==> config.mk <==
export PLATFORM = sky130hd
export DESIGN_NAME = apb_master_mux
export DESIGN_NICKNAME = d
export VERILOG_FILES = /design/src/rtl/apb_pkg.sv /design/src/rtl/apb_slv_mux.sv /design/src/rtl/apb_master_mux.sv
export SDC_FILE = /design/constraint.sdc
export NUM_CORES = 1
export LEC_CHECK = 0
export ABC_AREA = 1
export BUFFER_PORTS_ARGS = -buffer_cell sky130_fd_sc_hd__buf_4
export CAP_MARGIN = 20
export CORE_MARGIN = 10
export CORE_UTILIZATION = 35
export DETAILED_ROUTE_END_ITERATION = 10
export PLACE_DENSITY = 0.63
export SKIP_LAST_GASP = 1
export SYNTH_ARGS = -nofsm -noshare
export SYNTH_HDL_FRONTEND = slang
export SYNTH_SLANG_ARGS = --single-unit
==> constraint.sdc <==
create_clock -name clk -period 4.1 [get_ports clk]
set_input_delay 0.82 -clock clk [delete_from_list [all_inputs] [get_ports clk]]
set_output_delay 0.82 -clock clk [all_outputs]
set_load 0.02 [all_outputs]
==> src/rtl/apb_pkg.sv <==
// Shared definitions for the multi-slave APB master: FSM state encoding and
// the response error codes returned on rsp_err.
package apb_pkg;

   // Master FSM states
   localparam logic [1:0] IDLE   = 2'd0;
   localparam logic [1:0] SETUP  = 2'd1;
   localparam logic [1:0] ACCESS = 2'd2;
   localparam logic [1:0] RESP   = 2'd3;

   // Response error codes
   localparam logic [1:0] APB_OKAY    = 2'b00;
   localparam logic [1:0] APB_SLVERR  = 2'b01;
   localparam logic [1:0] APB_DECERR  = 2'b10;
   localparam logic [1:0] APB_TIMEOUT = 2'b11;

endpackage

==> src/rtl/apb_slv_mux.sv <==
// Return-path multiplexer: picks the read data, ready and error of the
// currently selected slave. A select value with no matching slave yields
// all-zero outputs so an out-of-range index can never look like a response.
module apb_slv_mux #(
   parameter int NSLV   = 4,
   parameter int DATA_W = 32,
   parameter int SELW   = 2
) (
   input  logic [SELW-1:0]        i_sel,
   input  logic [NSLV*DATA_W-1:0] i_prdata,
   input  logic [NSLV-1:0]        i_pready,
   input  logic [NSLV-1:0]        i_pslverr,
   output logic [DATA_W-1:0]      o_rdata,
   output logic                   o_ready,
   output logic                   o_slverr
);

   // Select the matching slave's signals; everything else is ignored
   always_comb begin
      o_rdata  = '0;
      o_ready  = 1'b0;
      o_slverr = 1'b0;
      for (int i = 0; i < NSLV; i++) begin
         if (i_sel == SELW'(i)) begin
            o_rdata  = i_prdata[i*DATA_W +: DATA_W];
            o_ready  = i_pready[i];
            o_slverr = i_pslverr[i];
         end
      end
   end

endmodule

==> src/rtl/apb_master_mux.sv <==
// APB3 master with address-decoded slave selection. Accepts one command at a
// time, runs a SETUP/ACCESS transfer on the selected slave, and returns data
// plus an error code (OKAY, SLVERR, DECERR, TIMEOUT) on the response channel.
module apb_master_mux
   import apb_pkg::*;
#(
   parameter int ADDR_W  = 32,
   parameter int DATA_W  = 32,
   parameter int NSLV    = 4,
   parameter int SLV_LSB = 12,
   parameter int TIMEOUT = 16
) (
   input  logic                   clk,
   input  logic                   rst,
   input  logic                   cmd_valid,
   output logic                   cmd_ready,
   input  logic                   cmd_write,
   input  logic [ADDR_W-1:0]      cmd_addr,
   input  logic [DATA_W-1:0]      cmd_wdata,
   output logic                   rsp_valid,
   input  logic                   rsp_ready,
   output logic [DATA_W-1:0]      rsp_rdata,
   output logic [1:0]             rsp_err,
   output logic [NSLV-1:0]        psel,
   output logic                   penable,
   output logic                   pwrite,
   output logic [ADDR_W-1:0]      paddr,
   output logic [DATA_W-1:0]      pwdata,
   input  logic [NSLV*DATA_W-1:0] prdata,
   input  logic [NSLV-1:0]        pready,
   input  logic [NSLV-1:0]        pslverr
);

   localparam int SELW = (NSLV > 1) ? $clog2(NSLV) : 1;
   localparam int CNTW = (TIMEOUT > 1) ? $clog2(TIMEOUT) : 1;

   logic [1:0]        r_state;
   logic              r_write;
   logic [ADDR_W-1:0] r_addr;
   logic [DATA_W-1:0] r_wdata;
   logic [SELW-1:0]   r_sel;
   logic [DATA_W-1:0] r_rdata;
   logic [1:0]        r_err;
   logic [CNTW-1:0]   r_cnt;

   logic [SELW-1:0]   w_cmdSel;
   logic              w_decErr;
   logic              w_timeoutHit;
   logic [DATA_W-1:0] w_selRdata;
   logic              w_selReady;
   logic              w_selSlverr;

   assign w_cmdSel     = cmd_addr[SLV_LSB +: SELW];
   assign w_decErr     = 32'(w_cmdSel) >= 32'(NSLV);
   assign w_timeoutHit = (TIMEOUT != 0) && (r_cnt == CNTW'(TIMEOUT - 1));

   apb_slv_mux #(
      .NSLV   (NSLV),
      .DATA_W (DATA_W),
      .SELW   (SELW)
   ) u_slvMux (
      .i_sel     (r_sel),
      .i_prdata  (prdata),
      .i_pready  (pready),
      .i_pslverr (pslverr),
      .o_rdata   (w_selRdata),
      .o_ready   (w_selReady),
      .o_slverr  (w_selSlverr)
   );

   // Transfer FSM with command capture, wait-state timeout and response hold
   always_ff @(posedge clk) begin
      if (rst) begin
         r_state <= IDLE;
         r_write <= 1'b0;
         r_addr  <= '0;
         r_wdata <= '0;
         r_sel   <= '0;
         r_rdata <= '0;
         r_err   <= APB_OKAY;
         r_cnt   <= '0;
      end else begin
         case (r_state)
            IDLE: begin
               if (cmd_valid) begin
                  r_write <= cmd_write;
                  r_addr  <= cmd_addr;
                  r_wdata <= cmd_wdata;
                  r_sel   <= w_cmdSel;
                  r_rdata <= '0;
                  if (w_decErr) begin
                     r_err   <= APB_DECERR;
                     r_state <= RESP;
                  end else begin
                     r_err   <= APB_OKAY;
                     r_state <= SETUP;
                  end
               end
            end
            SETUP: begin
               r_cnt   <= '0;
               r_state <= ACCESS;
            end
            ACCESS: begin
               if (w_selReady) begin
                  if (w_selSlverr) begin
                     r_err   <= APB_SLVERR;
                     r_rdata <= '0;
                  end else begin
                     r_err   <= APB_OKAY;
                     r_rdata <= r_write ? '0 : w_selRdata;
                  end
                  r_state <= RESP;
               end else if (w_timeoutHit) begin
                  r_err   <= APB_TIMEOUT;
                  r_rdata <= '0;
                  r_state <= RESP;
               end else if (TIMEOUT != 0) begin
                  r_cnt <= r_cnt + CNTW'(1);
               end
            end
            RESP: begin
               if (rsp_ready) begin
                  r_state <= IDLE;
               end
            end
            default: r_state <= IDLE;
         endcase
      end
   end

   assign cmd_ready = (r_state == IDLE) && !rst;
   assign rsp_valid = (r_state == RESP);
   assign rsp_rdata = r_rdata;
   assign rsp_err   = r_err;
   assign psel      = ((r_state == SETUP) || (r_state == ACCESS)) ? (NSLV'(1) << r_sel) : '0;
   assign penable   = (r_state == ACCESS);
   assign pwrite    = r_write;
   assign paddr     = r_addr;
   assign pwdata    = r_wdata;

endmodule

==> flow_summary.toml <==
[run_status]
status = "completed"

[timing]
post-route-period-util_pct = 64.44
hold_viol = 0
tightest_slew_ns = 1.051
fmax_ghz = 0.3785
holdWs_ns = 0.4734
finalClockSkew_ns = 0.007960
fin_crit_ns = 2.642
worst_slack_ns = 1.458
slew_headroom_pct = 29.67
fin_tns_setup_ns = 0
rsz0062_at_grt = "false"
slew_violations = 0
setup_viol = 0

[synthesis]
synth_edf_count = 0
synthArstFlopShare_pct = 0
synth_most_common_cell = "nor2_1"
netlist-cell-type-count = 22
yosys.area.top_type = "dfxtp_1"
synth_seq_area_share_pct = 40.26
synth_area_um2 = 5221
syn-instance-count = 837
synth_common_cells = "nor2_1, nand2_1, o21ai_0"
synth_area_leaders = "dfxtp_1, nor2_1, nand2_1"
synth_fp_nets = 1046
syn_avg_cell_area_um2 = 6.238
synth_ff_type = "dfxtp_1"
synth_top_area_share_pct = 40.26
yosysWarnings = 0
ys_ff_latch = 105

[pwr]
p_per_area_nw_per_um2 = 651.0
power_uw = 5170
peakVddDrop_uv = 356.8
leakage_uw = 0.004131

[floorplanning]
num_rows = 44
die_x_um = 142.1
die_h_um = 142.1
dieArea_um2 = 20200
io_pins = 311
core_um2 = 14590
start_util_pct = 35.79

[setup_path]
cpPeakStageDelay_ns = 0.75
endpoint_kind = "output pin"
critical_path_peak_fanout = 20
r2r_slack_ns = 1.68
start_kind = "register"
crit_family = "flip-flops"
path_cells = "inv_2, nor3_1, buf_4"
path_class = "register to output pin"
cp.required_ns = 3.28
worstReg2RegEnd = "rsp_rdata[1]"
ff2ff_path_depth = 11
timing.rr.start = "paddr[12]"
path_depth = 3
crit_arrival_ns = 1.82
crit_path_top_delay_cell = "dfxtp_1"
worstPathBufferInverterCount = 2

[layout]
area_growth_pct = 52.10
num_antenna_cells = 0
drive_gt1_share_pct = 31.64
layout.nets = 1326
layout.cells.non_filler = 1306
n_fill_cell = 1524

[clock_network]
clk_latency_ns = 0.35
root_buffer = "clkbuf_16"
clock-sinks = 105
numCtsBuffers = 9
cts.repair.resized = 0
tritoncts = "yes"
postCtsHoldBufs = 0
h-tree-depth = 3
clock_path_buffers = 2
cts_setup_buffers = 0
cts.reportedPaths.clkPinSlew_ns = 0.07

[min_path]
worstHoldPathCells = 2
hold_start = "rsp_err[1]"
worst_hold_path_type = "register to register"
min_to = "rsp_err[1]"

[placed_design]
place_ws_ns = 1.591
port_buffers = 310
dp_cells = 1290
place.gp.congestion = 0.8479
hpwl_mm = 16.70

[drt]
postRouteAntennaNets = 0
vias = 5978
wl_mm = 21.30
first_pass_iters = 4
drc = 0
vias_per_cell = 4.577
wl_per_cell_um = 16.31
drt_iter0_drc = 287

[global_route]
grt_pass1_wl_mm = 32.53
grt_pass1_vias = 5884
gr-total-overflow = 0
grt_max_degree = 68
grt_util_all_layers_pct = 20.16
antenna_found_initial = 0

[flow_run]
max_cap_viol_count = 0
==> per-stage QoR <==
stage | cell area [um2] | util (%)
after floorplan | 5221 | -
after global routing | 7941 | 54.43
after detailed placement | 7629 | 52.29
after global placement | 7629 | 52.29
after CTS | 7941 | 54.43
final | 7941 | 54.43
==> final cells by class <==
| cell class | count | area, um2 | share of cell area (%) |
|---|---|---|---|
| clock buffer | 10 | 239.0 | 3.009 |
| multi-input combinational | 605 | 2596 | 32.69 |
| clock inverter | 6 | 73.82 | 0.9296 |
| timing repair buffer | 320 | 2415 | 30.41 |
| inverter | 76 | 285.3 | 3.592 |
| sequential | 105 | 2102 | 26.47 |
| tap | 184 | 230.2 | 2.899 |
==> power by group <==
| part | total (uW) | switching [uW] | internal [uW] |
|---|---|---|---|
| Clock | 903 | 404 | 499 |
| Sequential | 1550 | 203 | 1350 |
| Combinational | 2720 | 1680 | 1040 |
| Total | 5170 | 2280 | 2890 |
==> how the worst max path moves through the flow <==
stage	startpoint	endpoint	slack, ns
6_report	paddr[12]	psel[1]	1.46
2_1_floorplan	paddr[13]	psel[1]	1.89
3_3_place_gp	pready[3]	rsp_rdata[0]	1.64
4_1_cts	paddr[12]	psel[1]	1.41
3_5_place_dp	pready[1]	rsp_rdata[3]	1.59
5_1_grt	paddr[12]	psel[1]	1.27
==> worst register-to-register path, stage by stage (launching register included) <==
cell and delay (ns):
dfxtp_1 0.75, inv_2 0.32, nor2_1 0.16, buf_4 0.20, nand2_1 0.07, nand3_1 0.09
nand2_1 0.07, nand3_1 0.07, buf_4 0.32, nor2_1 0.09, nor2_1 0.13, nor2_1 0.05
==> metal layers <==
layer  global-route usage (%)  up-vias  part of all wire, %
li1                         -     3147                    -
met4                    4.303        0                  1.2
met3                    11.55       14                   14
met1                    22.71     2583                   39
met2                    32.45      234                   46
met5                        0        -                    0
==> cells by family (layout without fill, tap and decap cells) <==
family / count (synthesis) / count (layout) / synth area share [%]
adders and majority gates: 4 / 4 / 0.9586
and+or+nand+nor: 475 / 475 / 36.57
DFF: 105 / 105 / 40.26
buffers and inverters: 127 / 412 / 10.06
xor gates and xnor gates: 1 / 1 / 0.1678
AOI/OAI and AO/OA: 125 / 125 / 11.98
==> cells in the final DEF (no fill, tap or decap), types with 2 or more instances in the layout <==
cell	instances
inv_8	2
nor2_1	236
o21ai_1	3
or2_2	8
buf_4	319
inv_1	71
nand2_1	163
nand2_2	5
inv_2	5
o21ai_0	114
dfxtp_1	105
ha_1	4
clkbuf_16	9
or2_1	10
nand4_1	3
nand3_1	46
a21oi_1	8
nor3_1	3
==> state kept, by name (all words and copies together) (netlist names) <==
signal,flops
paddr,32
pwdata,32
rsp_rdata,32
r_cnt,4
r_state,2
rsp_err,2
pwrite,1
Power figures use the tool's default switching activity.
